--- src/rtl/id_ex_register.sv ---
// ID/EX pipeline register for the five-stage MIPS datapath.
// It captures the post-bubble-mux control fields, the decoded operands and the
// register specifiers. The EX stage sees them one cycle later.
// Priority at each edge is reset > flush > stall > load.
// validEx marks a real instruction in EX.
// bubbleCount counts bubbles entering EX and saturates at all-ones.
module id_ex_register #(
  parameter int DATA_WIDTH     = 32,
  parameter int REG_ADDR_WIDTH = 5,
  parameter int COUNT_WIDTH    = 16
) (
  input  logic                      clock,
  input  logic                      reset,
  input  logic                      stall,
  input  logic                      flush,
  input  logic                      hazardBubble,
  // control fields, already passed through the hazard bubble mux
  input  logic                      hzdRegDest,
  input  logic [1:0]                hzdAluOp,
  input  logic                      hzdAluSrc,
  input  logic [2:0]                hzdMemControlIdEx,
  input  logic [1:0]                hzdWbControlIdEx,
  // ID data fields and register specifiers
  input  logic [DATA_WIDTH-1:0]     pcPlus4In,
  input  logic [DATA_WIDTH-1:0]     readData1In,
  input  logic [DATA_WIDTH-1:0]     readData2In,
  input  logic [DATA_WIDTH-1:0]     signExtImmIn,
  input  logic [REG_ADDR_WIDTH-1:0] rsIn,
  input  logic [REG_ADDR_WIDTH-1:0] rtIn,
  input  logic [REG_ADDR_WIDTH-1:0] rdIn,
  // registered EX-stage view
  output logic                      regDestEx,
  output logic [1:0]                aluOpEx,
  output logic                      aluSrcEx,
  output logic [2:0]                memControlEx,
  output logic [1:0]                wbControlEx,
  output logic [DATA_WIDTH-1:0]     pcPlus4Ex,
  output logic [DATA_WIDTH-1:0]     readData1Ex,
  output logic [DATA_WIDTH-1:0]     readData2Ex,
  output logic [DATA_WIDTH-1:0]     signExtImmEx,
  output logic [REG_ADDR_WIDTH-1:0] rsEx,
  output logic [REG_ADDR_WIDTH-1:0] rtEx,
  output logic [REG_ADDR_WIDTH-1:0] rdEx,
  output logic                      validEx,
  output logic                      memReadEx,
  output logic [COUNT_WIDTH-1:0]    bubbleCount
);

  // Control group. A bubble zeroes all of it at once.
  typedef struct packed {
    logic       reg_dest;
    logic [1:0] alu_op;
    logic       alu_src;
    logic [2:0] mem_ctrl;   // {branch, memRead, memWrite}
    logic [1:0] wb_ctrl;    // {regWrite, memToReg}
  } ctrl_t;

  // Opaque data group. It passes through without arithmetic.
  typedef struct packed {
    logic [DATA_WIDTH-1:0]     pc_plus4;
    logic [DATA_WIDTH-1:0]     read_data1;
    logic [DATA_WIDTH-1:0]     read_data2;
    logic [DATA_WIDTH-1:0]     sign_ext_imm;
    logic [REG_ADDR_WIDTH-1:0] rs;
    logic [REG_ADDR_WIDTH-1:0] rt;
    logic [REG_ADDR_WIDTH-1:0] rd;
  } data_t;

  ctrl_t                  ctrl_in, ctrl_q, ctrl_d;
  data_t                  data_in, data_q, data_d;
  logic                   valid_q, valid_d;
  logic [COUNT_WIDTH-1:0] count_q, count_d;
  logic                   count_en;
  logic                   count_sat;

  // Pack the incoming fields. The controls are stored exactly as presented.
  // hazardBubble only affects the valid bit and the counter.
  always_comb begin
    ctrl_in.reg_dest      = hzdRegDest;
    ctrl_in.alu_op        = hzdAluOp;
    ctrl_in.alu_src       = hzdAluSrc;
    ctrl_in.mem_ctrl      = hzdMemControlIdEx;
    ctrl_in.wb_ctrl       = hzdWbControlIdEx;
    data_in.pc_plus4      = pcPlus4In;
    data_in.read_data1    = readData1In;
    data_in.read_data2    = readData2In;
    data_in.sign_ext_imm  = signExtImmIn;
    data_in.rs            = rsIn;
    data_in.rt            = rtIn;
    data_in.rd            = rdIn;
  end

  // Next-state selection. Flush overrides stall.
  // A flush counts as exactly one bubble, even when hazardBubble is also set.
  always_comb begin
    ctrl_d   = ctrl_q;
    data_d   = data_q;
    valid_d  = valid_q;
    count_en = 1'b0;
    if (flush) begin
      ctrl_d   = '0;
      data_d   = '0;
      valid_d  = 1'b0;
      count_en = 1'b1;
    end else if (!stall) begin
      ctrl_d   = ctrl_in;
      data_d   = data_in;
      valid_d  = ~hazardBubble;
      count_en = hazardBubble;
    end
  end

  // Saturating bubble counter. It never wraps, and only reset clears it.
  assign count_sat = &count_q;

  always_comb begin
    count_d = count_q;
    if (count_en && !count_sat) count_d = count_q + COUNT_WIDTH'(1);
  end

  // Stage register with synchronous reset.
  always_ff @(posedge clock) begin
    if (reset) begin
      ctrl_q  <= '0;
      data_q  <= '0;
      valid_q <= 1'b0;
      count_q <= '0;
    end else begin
      ctrl_q  <= ctrl_d;
      data_q  <= data_d;
      valid_q <= valid_d;
      count_q <= count_d;
    end
  end

  assign regDestEx    = ctrl_q.reg_dest;
  assign aluOpEx      = ctrl_q.alu_op;
  assign aluSrcEx     = ctrl_q.alu_src;
  assign memControlEx = ctrl_q.mem_ctrl;
  assign wbControlEx  = ctrl_q.wb_ctrl;
  assign pcPlus4Ex    = data_q.pc_plus4;
  assign readData1Ex  = data_q.read_data1;
  assign readData2Ex  = data_q.read_data2;
  assign signExtImmEx = data_q.sign_ext_imm;
  assign rsEx         = data_q.rs;
  assign rtEx         = data_q.rt;
  assign rdEx         = data_q.rd;
  assign validEx      = valid_q;
  assign bubbleCount  = count_q;

  // Load-use detection taps the stored memRead bit directly, with no extra stage.
  assign memReadEx    = ctrl_q.mem_ctrl[1];

endmodule

--- config.mk ---
export PLATFORM = sky130hd
export DESIGN_NAME = id_ex_register
export DESIGN_NICKNAME = d
export VERILOG_FILES = /design/src/rtl/id_ex_register.sv
export SDC_FILE = /design/constraint.sdc
export NUM_CORES = 1
export LEC_CHECK = 0
export BUFFER_PORTS_ARGS = -buffer_cell sky130_fd_sc_hd__buf_2
export CAP_MARGIN = 0
export CORE_MARGIN = 3
export CORE_UTILIZATION = 40
export DETAILED_ROUTE_END_ITERATION = 10
export PLACE_DENSITY = 0.72
export SLEW_MARGIN = 20
export SYNTH_ARGS = -nofsm -noshare
export SYNTH_HDL_FRONTEND = slang
export SYNTH_SLANG_ARGS = --single-unit
--- constraint.sdc ---
create_clock -name clock -period 3.4 [get_ports clock]
set_clock_uncertainty 0.15 [all_clocks]
set_input_delay 0.51 -clock clock [delete_from_list [all_inputs] [get_ports clock]]
set_output_delay 0.51 -clock clock [all_outputs]
set_load 0.05 [all_outputs]
---- Yosys cells after proc, flatten, opt, wreduce, memory -nomap -nowiden ----
Cells that the tools add are included.
word-level totals
  register bits ........................... 169
operators by class
  bitwise gates (word level) .............. 1
  muxes and demuxes ....................... 2
  add/sub/neg operators ................... 1
  reductions and logical operators ........ 4
operators by type and width
  kind                                            count
  adder 16 x 1 -> 16 bit (second input constant)  1
  AND reduction 16 bit                            1
  two-way mux 1 bit                               2
  OR reduction 2 bit                              1
  logical AND 1 bit                               1
  zero test 1 bit                                 1
  NOT 1 bit                                       1

---- Depth between registers and ports, before layout ----
  depth after elaboration ................. 3
  gate-level depth with buffers ........... 7
  mapped depth without buffers ............ 5

---- Worst setup path after synthesis ----
OpenSTA, ideal clock, no wires.
  path type ............................... register to register
  from .................................... register count_q[4] (netlist: bubbleCount[4])
  to ...................................... register count_q[13] (netlist: bubbleCount[13])
  data required time ...................... 3,127 ps
  data arrival time ....................... 2,006 ps
  stages on the path, launching flop included .. 5
  slack ................................... 1,121 ps
  period minus slack after synthesis ...... 2,279 ps
  library setup time ...................... 123 ps
  cells stage by stage .................... dfxtp_1 > nand4_2 > a211o_1 > or4_1 > mux2_1
on the way
  word-level cells in the longest chain between the ends .. 3
  elaborated cells between the ends (all ways) .. 4
  those cells by class .................... add/sub: 1; reduce/logical: 3
ends and longest elaborated chain
  what                                                                            line  text
  start: declaration                                                              72    logic [COUNT_WIDTH-1:0] count_q, count_d;
  start signal: assignment                                                        132   count_q <= count_d;
  parallel branches: the longest is 3 deep, another holds adder 16 x 1 -> 16 bit  n/a
Parallel ways; which one is timed is not known.
A chain may end at the register's enable or synchronous reset.

==> results.md <==
* Status: completed
* Unrepaired setup endpoints after global routing: no
* Detail Route Antenna Nets at 0
* Yosys warning count at 0
* Starting density of the core at 41.7%
* Routability cong. at around 0.77
* Area of the multi-input gates at around 2600 um2
* Post-CTS Setup Repair Bufs at 0
* Fillcell total at 1297
* DRC viols at 0
* P_sw at approximately 0.0012 W
* Post-Place Cells at 1078
* Nets at between 1000 and 1500
* Non-Filler Instances at 1111
* DR vias at 5321
* Crit-path slowest cell: buf_4
* Mux share of post-synthesis cell area at 24.7%
* Clock Path Buffers at 2
* Cts repair resizes at 0
* Gr usage total at 18.0%
* Average wire per standard cell at 14.9 um
* Adder-Cell Fraction of Synth Area at less than 1%
* Crit path kind: in2reg
* Slew HR at 32.7%
* CP arrival at 2.25 ns
* DIE AREA at between 15000 and 20000 um2
* Hold bufs inserted after CTS at 0
* Comb pwr share at 12.9%
* Ys flop type: dfxtp_1
* Most frequent cell after synthesis: dfxtp_1
* Root Driver: clkbuf_16
* Fin Setup TNS at 0 ns
* Layout area overhead at 38.2%
* Final setup viols at 0
* Least-Margin Pin Slew at 1.01 ns
* IO Port Bufs at approximately 330
* Pin count of the biggest net entering global routing at 154
* F_max at 470 MHz
* Largest family of logic cells by synthesized area: multiplexers
* Crit path required time at between 3 and 4 ns
* Syn avg cell area at slightly above 10 um2
* Post-synthesis async set-or-reset flop share at 0%
* Clock share of power at 42.6%
* Chip height at 131 um
* Syn_nets at 761
* CTS tree: yes
* CTS sink cnt at 169
* Clk_lat worst skew at 0.41 ns
* Slew Viols, Final at 0
* Number of synthesized flops with an enable pin at 0
* Clock transition at path regs at 0.07 ns
* Register area share after synthesis at 54.5%
* Worst setup SP type: input pin
* Synth Area in Compound Gates at 3.37%
* Pwr per Cell Area at between 500 and 600 nW/um2
* Vias in the first global route at ~4900
* Vias per std cell at 4.79
* H-tree Lvls at 4
* CP Max Fanout at 62
* Pre-antenna DRT Iters at 4
* First-pass GRT wire length at 24500 um
* Seq. cell area at 3380 um2
* Chip width at 131 um
* Area leader, netlist: dfxtp_1
* Simple-gate area share of the yosys netlist at 14.1%
* Max-cap violations at 0
* Final hold vios at 0
* Share of cells above drive strength 1 at 39.7%
* Netlist cell types at 40
* Number of antenna violations at the first check in global routing at 1
* Hold Crit Class: in2reg
* Flops & latches, synth at 169
* Num ports at 327
* Minimum clock period at 2.13 ns
* Crit share post-route at between 60% and 70%
* Num CTS Buffers at 17
* Synth top area share at 54.5%
* Overall routed net length at 16600 um
* Total grt overflow at 0
* Static leakage at approximately 4.4 nW
* Synth Instances at about 600
* VDD IR max at roughly 0.48 mV
* Dpl ws at 0.862 ns
* Cell chain of the critical path: clkbuf_8 > buf_4 > mux2i_1 > nor2_1
* DP HPWL at 12000 um
* Slowest cell delay on critical path at 0.85 ns
* Part of the power in registers at 44.5%
* Mapped Area at roughly 6200 um2
* Synth area leaders: dfxtp_1 (55%), mux2i_1 (25%), nor2_1 (9.4%)
* Core ar. at roughly 15000 um2
* CP Capture Type: flop
* Xor-xnor portion of the synthesized cell area at 0%
* Std-Cell Rows at 44
* Switching share of total power at 26.4%
* Fin Hold WS at 0.172 ns
* Worst Slack Setup Final at 1.27 ns
* Synth top cells by count: dfxtp_1 (169), nor2_1 (155), mux2i_1 (152)
* DRT iter0 DRCs at roughly 240
* P_int at about 0.0034 W
==> worst max-delay path: cells and delay by family <==
family	cells	cell delay, ns
muxes	1	0.30
and+or+nand+nor	1	0.07
buffers and inverters	2	1.27
==> cells by family (layout without fill, tap and decap cells) <==
| logic type | count (synthesis) | count (layout) |
|---|---|---|
| flops | 169 | 169 |
| mux | 153 | 153 |
| compound gates | 32 | 32 |
| fa+ha+maj | 1 | 1 |
| buf+inv | 45 | 368 |
| other cells | 0 | 1 |
| simple gates | 203 | 203 |
==> final timing paths <==
check | from | end | slack, ns | cells past startpoint
setup / recovery | stall | readData2Ex[28]$_SDFFE_PP0N_ | 1.27 | 4
hold / removal | signExtImmIn[27] | signExtImmEx[27]$_SDFFE_PP0N_ | 0.17 | 3
setup reg to reg | bubbleCount[4]$_SDFFE_PP0P_ | bubbleCount[13]$_SDFFE_PP0P_ | 1.36 | 4
hold reg to reg | pcPlus4Ex[10]$_SDFFE_PP0N_ | pcPlus4Ex[10]$_SDFFE_PP0N_ | 0.33 | 2
==> metal layers <==
| metal | vias to the layer above | wire, um | global-route usage, % |
|---|---|---|---|
| met1 | 2395 | 6380 | 20.1 |
| met2 | 223 | 8280 | 31.0 |
| met3 | 24 | 1590 | 7.40 |
| li1 | 2679 | - | - |
| met5 | - | 0 | 0 |
| met4 | 0 | 350 | 6.65 |
==> layout by cell type (no fill, tap or decap), types with 5 or more instances in the layout <==
cell,synthesis,final
a21oi_1,10,10
buf_2,10,325
clkbuf_16,0,17
clkinvlp_4,0,5
dfxtp_1,169,169
inv_1,6,6
mux2i_1,152,152
nand2_1,9,8
nand3_1,5,5
nor2_1,155,155
nor3_1,7,7
o21ai_0,5,5
o31ai_1,6,6
or4_1,8,8
==> registers in the layout, summed over array words and instances, names as in the netlist <==
name and cells:
pcPlus4Ex 32, readData1Ex 32, readData2Ex 32, signExtImmEx 32
bubbleCount 16, rdEx 5, rsEx 5, rtEx 5
memControlEx 3, aluOpEx 2, wbControlEx 2, aluSrcEx 1
regDestEx 1, validEx 1
==> power by group through the flow <==
stage	logic, W	registers, W	clock network, W
5_1_grt	0.000642	0.00208	0.00212
2_1_floorplan	0.000203	0.00233	0
4_1_cts	0.000607	0.00207	0.00203
3_3_place_gp	0.000601	0.00211	0
6_report	0.000601	0.00207	0.00198
3_5_place_dp	0.000605	0.00212	0
==> per-stage QoR <==
step	util, %	total power, W	instance area, um2
floorplan	-	0.00253	6200
global placement	53.6	0.00271	7960
detailed placement	53.6	0.00272	7960
CTS	57.7	0.00471	8570
global route	57.7	0.00484	8580
finish	57.7	0.00466	8580
==> cell type report <==
| class | instances | area share [%] |
|---|---|---|
| Inverter | 6 | 0.263 |
| Antenna cell | 1 | 0.0292 |
| Sequential cell | 169 | 39.4 |
| Clock buffer | 19 | 5.16 |
| Multi-Input combinational cell | 389 | 30.8 |
| Tap cell | 184 | 2.68 |
| Timing Repair Buffer | 330 | 19.6 |
| Clock inverter | 13 | 1.98 |
Note: power is estimated with default switching activity, not from simulation.
